`src/rtl/conv_pkg.sv`:
```
// Shared definitions for the convolution engine and its pooling consumer:
// default geometry/width constants and the pooling-stage state encoding.
package conv_pkg;

  localparam int DEFAULT_DATA_W    = 32;
  localparam int DEFAULT_CONV_SIZE = 3;
  localparam int DEFAULT_POOL_SIZE = 2;

  typedef enum logic [1:0] {
    ST_IDLE     = 2'd0,
    ST_FETCH    = 2'd1,
    ST_EMIT     = 2'd2,
    ST_WAIT_CLR = 2'd3
  } pool_state_t;

endpackage

```
`src/rtl/pool_max4.sv`:
```
// Combinational signed maximum of a 2x2 pooling window.
// Build option CONV_POOL_RELU_EN: when defined, every input is clamped to
// zero if negative before the max, so the result is never negative.
module pool_max4 #(
  parameter int DATA_W = 32
) (
  input  logic signed [DATA_W-1:0] a,
  input  logic signed [DATA_W-1:0] b,
  input  logic signed [DATA_W-1:0] c,
  input  logic signed [DATA_W-1:0] d,
  output logic signed [DATA_W-1:0] y
);

  logic signed [DATA_W-1:0] a_v, b_v, c_v, d_v;
  logic signed [DATA_W-1:0] m_ab, m_cd;

`ifdef CONV_POOL_RELU_EN
  assign a_v = a[DATA_W-1] ? '0 : a;
  assign b_v = b[DATA_W-1] ? '0 : b;
  assign c_v = c[DATA_W-1] ? '0 : c;
  assign d_v = d[DATA_W-1] ? '0 : d;
`else
  assign a_v = a;
  assign b_v = b;
  assign c_v = c;
  assign d_v = d;
`endif

  // two-level compare tree; operands are same-width signed so no overflow
  always_comb begin
    m_ab = (a_v > b_v) ? a_v : b_v;
    m_cd = (c_v > d_v) ? c_v : d_v;
    y    = (m_ab > m_cd) ? m_ab : m_cd;
  end

endmodule

```
`src/rtl/conv_pool_stage.sv`:
```
// Pooling stage behind the sliding-window convolution engine: drains the
// engine's result matrix, then streams a 2x2 stride-1 max-pool over a
// valid/ready port. Build option CONV_POOL_RELU_EN enables ReLU before the
// max (implemented inside pool_max4).
//
//   state    | meaning
//   ---------+----------------------------------------------------------
//   IDLE     | waiting for conv_done
//   FETCH    | issuing conv_read strobes and capturing conv_data
//   EMIT     | presenting pooled values until the last one is accepted
//   WAIT_CLR | waiting for conv_done to drop so a held flag cannot retrigger
module conv_pool_stage
  import conv_pkg::*;
#(
  parameter int DATA_W    = DEFAULT_DATA_W,
  parameter int CONV_SIZE = DEFAULT_CONV_SIZE,
  parameter int POOL_SIZE = DEFAULT_POOL_SIZE
) (
  input  logic              clk,
  input  logic              reset,
  input  logic              conv_done,
  output logic              conv_read,
  input  logic [DATA_W-1:0] conv_data,
  output logic              out_valid,
  input  logic              out_ready,
  output logic [DATA_W-1:0] out_data,
  output logic              out_last,
  output logic              busy
);

  localparam int OUT_SIZE = CONV_SIZE - POOL_SIZE + 1;
  localparam int NUM_CONV = CONV_SIZE * CONV_SIZE;
  localparam int CNT_W    = $clog2(NUM_CONV + 1);
  localparam int IDX_W    = $clog2(NUM_CONV);
  localparam int POS_W    = (OUT_SIZE > 1) ? $clog2(OUT_SIZE) : 1;

  pool_state_t              state_q;
  logic [CNT_W-1:0]         issue_cnt_q;
  logic [IDX_W-1:0]         cap_cnt_q;
  logic                     read_d_q;
  logic [POS_W-1:0]         pr_q;
  logic [POS_W-1:0]         pc_q;
  logic signed [DATA_W-1:0] conv_buf [NUM_CONV];

  logic                     capture;
  logic                     cap_last;
  logic                     handshake;
  logic                     pc_wrap;
  logic                     last_pos;
  logic [IDX_W-1:0]         idx_tl, idx_tr, idx_bl, idx_br;
  logic signed [DATA_W-1:0] max_val;

  // issue counter runs down from NUM_CONV; strobe while it is non-zero
  assign conv_read = (state_q == ST_FETCH) && (issue_cnt_q != '0);
  assign capture   = (state_q == ST_FETCH) && read_d_q;
  assign cap_last  = capture && (cap_cnt_q == IDX_W'(NUM_CONV - 1));

  assign out_valid = (state_q == ST_EMIT);
  assign handshake = out_valid && out_ready;
  assign pc_wrap   = (pc_q == POS_W'(OUT_SIZE - 1));
  assign last_pos  = pc_wrap && (pr_q == POS_W'(OUT_SIZE - 1));
  assign out_last  = out_valid && last_pos;
  assign busy      = (state_q != ST_IDLE);

  assign idx_tl = IDX_W'(int'(pr_q) * CONV_SIZE + int'(pc_q));
  assign idx_tr = IDX_W'(int'(pr_q) * CONV_SIZE + int'(pc_q) + 1);
  assign idx_bl = IDX_W'((int'(pr_q) + 1) * CONV_SIZE + int'(pc_q));
  assign idx_br = IDX_W'((int'(pr_q) + 1) * CONV_SIZE + int'(pc_q) + 1);

  pool_max4 #(
    .DATA_W (DATA_W)
  ) u_pool_max4 (
    .a (conv_buf[idx_tl]),
    .b (conv_buf[idx_tr]),
    .c (conv_buf[idx_bl]),
    .d (conv_buf[idx_br]),
    .y (max_val)
  );

  assign out_data = out_valid ? max_val : '0;

  // result buffer needs no reset: it is always fully rewritten before EMIT
  always_ff @(posedge clk) begin
    if (capture) begin
      conv_buf[cap_cnt_q] <= conv_data;
    end
  end

  // sequencing FSM with issue/capture counters and output index
  always_ff @(posedge clk or negedge reset) begin
    if (!reset) begin
      state_q     <= ST_IDLE;
      issue_cnt_q <= '0;
      cap_cnt_q   <= '0;
      read_d_q    <= 1'b0;
      pr_q        <= '0;
      pc_q        <= '0;
    end else begin
      read_d_q <= conv_read;
      case (state_q)
        ST_IDLE: begin
          if (conv_done) begin
            state_q     <= ST_FETCH;
            issue_cnt_q <= CNT_W'(NUM_CONV);
            cap_cnt_q   <= '0;
          end
        end
        ST_FETCH: begin
          if (conv_read) begin
            issue_cnt_q <= issue_cnt_q - CNT_W'(1);
          end
          if (capture) begin
            cap_cnt_q <= cap_cnt_q + IDX_W'(1);
          end
          if (cap_last) begin
            state_q <= ST_EMIT;
            pr_q    <= '0;
            pc_q    <= '0;
          end
        end
        ST_EMIT: begin
          if (handshake) begin
            if (last_pos) begin
              state_q <= ST_WAIT_CLR;
            end else if (pc_wrap) begin
              pc_q <= '0;
              pr_q <= pr_q + POS_W'(1);
            end else begin
              pc_q <= pc_q + POS_W'(1);
            end
          end
        end
        ST_WAIT_CLR: begin
          if (!conv_done) begin
            state_q <= ST_IDLE;
          end
        end
        default: state_q <= ST_IDLE;
      endcase
    end
  end

endmodule

```
`config.mk`:
```
export PLATFORM = sky130hd
export DESIGN_NAME = conv_pool_stage
export DESIGN_NICKNAME = d
export VERILOG_FILES = /design/src/rtl/conv_pkg.sv /design/src/rtl/pool_max4.sv /design/src/rtl/conv_pool_stage.sv
export SDC_FILE = /design/constraint.sdc
export NUM_CORES = 1
export LEC_CHECK = 0
export CAP_MARGIN = 0
export CORE_ASPECT_RATIO = 0.6
export CORE_UTILIZATION = 40
export DETAILED_ROUTE_END_ITERATION = 7
export DONT_BUFFER_PORTS = 1
export SLEW_MARGIN = 30
export SYNTH_ARGS = -nofsm -noshare
export SYNTH_HDL_FRONTEND = slang
export SYNTH_SLANG_ARGS = --single-unit
```
`constraint.sdc`:
```
create_clock -name clk -period 7.64 [get_ports clk]
set_input_delay 0.764 -clock clk [delete_from_list [all_inputs] [get_ports clk]]
set_output_delay 0.764 -clock clk [all_outputs]
set_load 0.005 [all_outputs]
```
# Word level (Yosys, flattened, before mapping)
# Memory sizes are Yosys's and may differ from the RTL's.
# Index checks and enable logic that the tools add are counted.
dict set report classes {
  eq_ne 13
  div_mod_pow 0
  add_sub_neg 9
  bitwise 0
  order_cmp 3
  shift 0
  muxes 27
  reduce_logical 16
  mul 2
}
# op count
set op_table {}
lappend op_table {{two-way mux 32 bit} 4}
lappend op_table {{> comparator 32 bit} 3}
lappend op_table {{two-way mux 4 bit} 4}
lappend op_table {{one-hot mux 4 bit (2 select lines)} 2}
lappend op_table {{adder 4 x 1 -> 4 bit, second input constant} 3}
lappend op_table {{inequality test 2 bit, second input constant} 6}
lappend op_table {{two-way mux 2 bit} 5}
lappend op_table {{AND reduction 5 bit} 2}
lappend op_table {{two-way mux 1 bit} 9}
lappend op_table {{one-hot mux 2 bit (4 select lines)} 1}
lappend op_table {{logical AND 1 bit} 6}
lappend op_table {{inequality test 2 x 1 -> 1 bit, second input constant} 3}
lappend op_table {{AND reduction 3 bit} 2}
lappend op_table {{nonzero test 2 bit} 3}
lappend op_table {{adder 3 x 1 -> 4 bit} 1}
lappend op_table {{adder 4 x 1 -> 4 bit} 1}
lappend op_table {{equality test 2 bit, second input constant} 2}
lappend op_table {{equality test 4 bit, second input constant} 1}
lappend op_table {{multiplier 2 x 2 -> 4 bit, second input constant} 1}
lappend op_table {{one-hot mux 1 bit (2 select lines)} 2}
lappend op_table {{AND reduction 4 bit} 1}
lappend op_table {{nonzero test 4 bit} 1}
lappend op_table {{subtractor 4 x 1 -> 4 bit, second input constant} 1}
lappend op_table {{multiplier 1 x 2 -> 3 bit, second input constant} 1}
lappend op_table {{4 further kinds} 5}
dict set report totals {
  in_bits 36
  latch_bits 0
  rom_bits 0
  word_cells 77
  output_inout_bits 36
  n_memories 1
  register_bits 13
  ram_bits 288
}
# name depth word_bits rd rd_ports_with_merged_regs write_ports line_no
set mem_list {}
lappend mem_list {conv_buf 9 32 4 0 1 conv_pool_stage.sv:43} ;# logic signed [DATA_W-1:0] conv_buf [NUM_CONV];

# Longest topological paths before layout
# An unclocked memory read counts as a cell.
dict set report depth {
  ltp_word 10
  ltp_mapped 31
}

# Hierarchy
# A second synthesis with hierarchy kept.
dict set report hier_totals {
  hier_cells 1937
  area_unflattened_um2 22500.3
}
# mod n_inst cells_per_inst area_each_um2
set by_module_without_submodules {}
lappend by_module_without_submodules {conv_pool_stage 1 1193 17479.3}
lappend by_module_without_submodules {pool_max4 1 744 5021.1}

# Least setup slack after synthesis
# Ideal clock, no wire load.
dict set report synth_path {
  path_kind {register -> output}
  from {register pr_q}
  to {output port out_data[24]}
  t_arrival_ns 6.315
  path_stages_with_launch 31
  setup_slack_ns 0.561
  required_time_ns 6.876
  cell_sequence {dfrtp_1 > inv_1 > ha_1 > buf_4 > buf_6 > buf_4 > buf_2 > mux4_2 > mux2i_1 > nand2_1 > o21ai_0 > inv_1 > ha_1 > nand4_1 > or3_4 > a211oi_2 > o32ai_2 > mux2i_1 > a31oi_4 > buf_6 > mux2_4 > ha_1 > a21oi_1 > o21ai_0 > a221o_1 > a211o_1 > a211o_1 > nand2_1 > nand2_1 > clkbuf_1 > o2bb2ai_1}
}
dict set report synth_via {
  elab_chain_cells 10
}
# item line_no
set synth_lines {}
lappend synth_lines {{start, declared} conv_pool_stage.sv:41} ;# logic [POS_W-1:0] pr_q;
lappend synth_lines {{start signal, assigned} conv_pool_stage.sv:127} ;# pr_q <= pr_q + POS_W'(1);
lappend synth_lines {{adder 1 x 1 -> 2 bit} {conv_pool_stage.sv:67, conv_pool_stage.sv:68}}
lappend synth_lines {{multiplier 2 x 2 -> 4 bit} {conv_pool_stage.sv:67, conv_pool_stage.sv:68}}
lappend synth_lines {{adder 4 x 1 -> 4 bit} {conv_pool_stage.sv:67, conv_pool_stage.sv:68}}
lappend synth_lines {{adder 4 x 1 -> 4 bit} conv_pool_stage.sv:68} ;# assign idx_br = IDX_W'((int'(pr_q) + 1) * CONV_SIZE + int'(pc_q) + 1);
lappend synth_lines {{memory read (9 x 32 bit) (*)} -}
lappend synth_lines {{> comparator 32 bit} pool_max4.sv:32} ;# m_cd = (c_v > d_v) ? c_v : d_v;
lappend synth_lines {{two-way mux 32 bit} pool_max4.sv:32}
lappend synth_lines {{> comparator 32 bit} pool_max4.sv:33} ;# y = (m_ab > m_cd) ? m_ab : m_cd;
lappend synth_lines {{two-way mux 32 bit (*)} pool_max4.sv:33}
lappend synth_lines {{two-way mux 32 bit (*)} conv_pool_stage.sv:80} ;# assign out_data = out_valid ? max_val : '0;
lappend synth_lines {{end, declared} conv_pool_stage.sv:26} ;# output logic [DATA_W-1:0] out_data,
# Mark *: on every way between the ends. The rest lies on a longest branch, timed or not.

# Final worst setup path
dict set report layout_path {
  from {register pc_q}
  to {output port out_data[14]}
}
dict set report layout_via {
  elab_chain_cells 8
}
# item line_no
set layout_lines {}
lappend layout_lines {{start, declared} conv_pool_stage.sv:42} ;# logic [POS_W-1:0] pc_q;
lappend layout_lines {{start signal, assigned} conv_pool_stage.sv:129} ;# pc_q <= pc_q + POS_W'(1);
lappend layout_lines {{adder 4 x 1 -> 4 bit / adder 3 x 1 -> 4 bit (equally long branches)} -}
lappend layout_lines {{adder 4 x 1 -> 4 bit (on tied branches)} {conv_pool_stage.sv:68, conv_pool_stage.sv:66}}
lappend layout_lines {{memory read (9 x 32 bit) (*)} -}
lappend layout_lines {{> comparator 32 bit (on tied branches)} {pool_max4.sv:32, pool_max4.sv:31}}
lappend layout_lines {{two-way mux 32 bit (on tied branches)} {pool_max4.sv:32, pool_max4.sv:31}}
lappend layout_lines {{> comparator 32 bit} pool_max4.sv:33}
lappend layout_lines {{two-way mux 32 bit (*)} pool_max4.sv:33}
lappend layout_lines {{two-way mux 32 bit (*)} conv_pool_stage.sv:80}
# Marked as above.

==> results.json <==
{
  "outcome": "finished, violations left",
  "violations": "negative setup slack",
  "post-dp-hpwl_mm": 52.5,
  "timing.final.crit_share": 1.05,
  "ys_warn_count": 0,
  "synth.distinct_cells": 66,
  "grt_pass1_wl_mm": 114,
  "crit_slowest_cell": "or4_4",
  "cts_buffer_depth": 3,
  "dp_cells": 2471,
  "powerDensity_nw_per_um2": 123,
  "r2r-start": "state_q[1]$_DFFE_PN0P_",
  "preCtsSetupSlack_ns": -0.533,
  "cts_sinks": 301,
  "peakVddDrop_mv": 0.170,
  "path_max_fanout": 10,
  "drv_cap": 0,
  "fin_nets": 2062,
  "portBuffers": 0,
  "hold_path.class": "in2reg",
  "switching_share": 0.199,
  "drt-pass1-iter-count": 8,
  "vias_per_cell": 6.70,
  "htree_num_levels": 1,
  "hold_violations": 0,
  "grt_overflow": 0,
  "path_class": "reg2out",
  "die_x_um": 304,
  "fin_hold_ws_ns": 0.244,
  "gp_congestion": 0.990,
  "critical_path_arrival_ns": 7.23,
  "finalSetupTns_ns": -9.14,
  "path_clk_slew_ns": 0.06,
  "p_clk_frac": 0.461,
  "slew-limit-headroom": 0.364,
  "dieHeight_um": 183,
  "setup_viol": 32,
  "reg2reg_depth": 6,
  "antenna_found_initial": 0,
  "power_switching_mw": 0.669,
  "final_util": 0.511,
  "synth_area_um2": 21900,
  "design.die.area_um2": 55700,
  "clk_latency_ns": 0.61,
  "power.leakage_nw": 9.95,
  "drt-total-wl_mm": 79.6,
  "synthArstFlopShare": 0.0432,
  "timing.final.ws_setup_ns": -0.350,
  "avgSynthCellArea_um2": 12.6,
  "fin_skew_ns": 0.0125,
  "comb_power_share": 0.001,
  "num_rows": 65,
  "cts_tree": "done",
  "diodes": 0,
  "crit_top_cell": "buf_4",
  "coreArea_um2": 53300,
  "syn_nets": 1882,
  "hold_start": "conv_data[12]",
  "wl_per_cell_um": 30.2,
  "start_util": 0.411,
  "fmax_ghz": 0.125,
  "drive_gt1_frac": 0.382,
  "rsz0062_at_grt": "yes",
  "areaGrowthSynthToFinish_pct": 24.3,
  "antenna_left": 0,
  "startpoint_type": "flip-flop",
  "cp.required_ns": 6.88,
  "power_frac_seq": 0.538,
  "cts-buffers-inserted": 31,
  "drt_iter0_markers": 2857,
  "tightest_slew_ns": 0.954,
  "drc": 0,
  "slowest_delay_ns": 0.62,
  "power.internal_mw": 2.69,
  "synth_edf_count": 288,
  "via_count": 17700,
  "drv_slew": 0,
  "ios": 72,
  "grt_pass1_vias": 16700,
  "cts_root_buf": "clkbuf_16",
  "end_kind": "primary output",
  "hold_path_depth": 0,
  "finalNonFillerCells": 2638,
  "grt_usage": 0.279,
  "cp-startpoint": "pc_q$_DFFE_PN0P_",
  "netlist_instances": 1732,
  "post_dp_cell_area_um2": 23800,
  "grt_max_degree": 96,
  "post-route-cell-area_um2": 27200,
  "ys_seq_area_frac": 0.410,
  "synth_ff_type": "edfxtp_1",
  "ys_seq_elements": 301,
  "power.total_mw": 3.36,
  "finalCriticalPeriod_ns": 7.99,
  "nFillCells": 4362
}
-- routing by layer --
layer  vias to the layer above  wire length [µm]  track usage
met5                         -                 0            0
met4                         0              1670       0.0577
met3                       126             13000        0.120
met2                      1281             31700        0.378
met1                      8906             33200        0.408
li1                       7359                 -            -
-- synthesized netlist by cell type, types with 27 or more instances --
master / n / area, µm²
edfxtp_1: 288 / 8650
mux4_2: 192 / 4320
mux2i_1: 164 / 1640
nand2_1: 119 / 447
ha_1: 114 / 1430
nor2_1: 106 / 398
clkbuf_1: 75 / 282
nor3_1: 63 / 315
o21ai_0: 58 / 290
inv_1: 54 / 203
a21oi_1: 46 / 230
nand3_1: 45 / 225
a31oi_1: 36 / 225
o2bb2ai_1: 30 / 263
a221oi_1: 28 / 245
o32ai_1: 27 / 236
or3_1: 27 / 169
-- cells by family (layout without fill, tap and decap cells) --
logic type,Yosys count,count (layout),synth area share
flops,301,301,0.410
fa+ha+maj,114,114,0.0652
simple gates,426,427,0.0924
buf+inv,196,398,0.0428
mux,393,393,0.295
compound gates,299,299,0.0940
xor+xnor,3,3,0.00120
-- power by group through the flow --
stage	Combinational (mW)	Sequential [mW]	Clock, mW
after floorplan	0.000995	1.84	0
after global placement	0.000486	1.84	0
after detailed placement	0.000495	1.84	0
after CTS	0.00228	1.81	1.57
after global routing	0.00257	1.81	1.63
final	0.00221	1.81	1.55
-- cells in the final DEF (no fill, tap or decap), types with 19 or more instances in the layout --
cell         n
ha_4        33
or3_1       24
o21ai_0     29
o2bb2ai_2   21
a221oi_1    21
o21ai_1     19
buf_12      37
inv_1       49
mux4_2     192
nand2_1    114
a31oi_1     34
mux2_4      27
clkbuf_16   33
nand3_1     31
mux2i_1    155
nor3_1      60
buf_4      218
nor2_1     102
edfxtp_1   288
o21ai_2     28
ha_1        77
a21oi_1     39
o32ai_1     27
-- final cells by class --
type	instances	area [µm²]	area share
Sequential cell	301	8970	0.330
Clock inverter	18	206	0.00758
Timing Repair Buffer	287	2950	0.108
Multi-Input combinational cell	1236	13200	0.485
Tap cell	703	880	0.0323
Clock buffer	38	802	0.0295
Inverter	55	206	0.00758
-- final timing paths --
path | end | slack [ns]
worst max-delay path | out_data[14] | -0.35
worst min-delay path | conv_buf[2][12]$_DFFE_PP_ | 0.24
worst max register to register | conv_buf[6][17]$_DFFE_PP_ | 4.92
worst min register to register | issue_cnt_q[0]$_DFFE_PN0P_ | 0.57
max in group asynchronous | pc_q$_DFFE_PN0P_ | 6.64
min in group asynchronous | issue_cnt_q[1]$_DFFE_PN0P_ | 0.60
-- critical path: cells and delay by family, from the launching register on --
kind | cells | cell delay, ns
compound gates | 7 | 1.46
mux | 2 | 0.68
simple gates | 9 | 1.99
fa+ha+maj | 3 | 0.88
buf+inv | 8 | 1.21
flops | 1 | 0.37
-- sequential cells by signal (all words and copies together) (netlist names) --
| register | flops |
|---|---|
| read_d_q | 1 |
| pr_q | 1 |
| cap_cnt_q | 4 |
| conv_buf | 288 |
| state_q | 2 |
| issue_cnt_q | 4 |
| pc_q | 1 |
-- repair_timing --
| action | CTS | global route |
|---|---|---|
| pin swaps | 29 | 27 |
| hold buffers | 1 | 0 |
| hold endpoints to repair | 13 | 0 |
| setup endpoints to repair | 32 | 32 |
| gates cloned | 12 | 1 |
| setup buffers | 69 | 31 |
| resized for setup | 163 | 89 |
No activity file was read; power rests on OpenSTA's default activity.
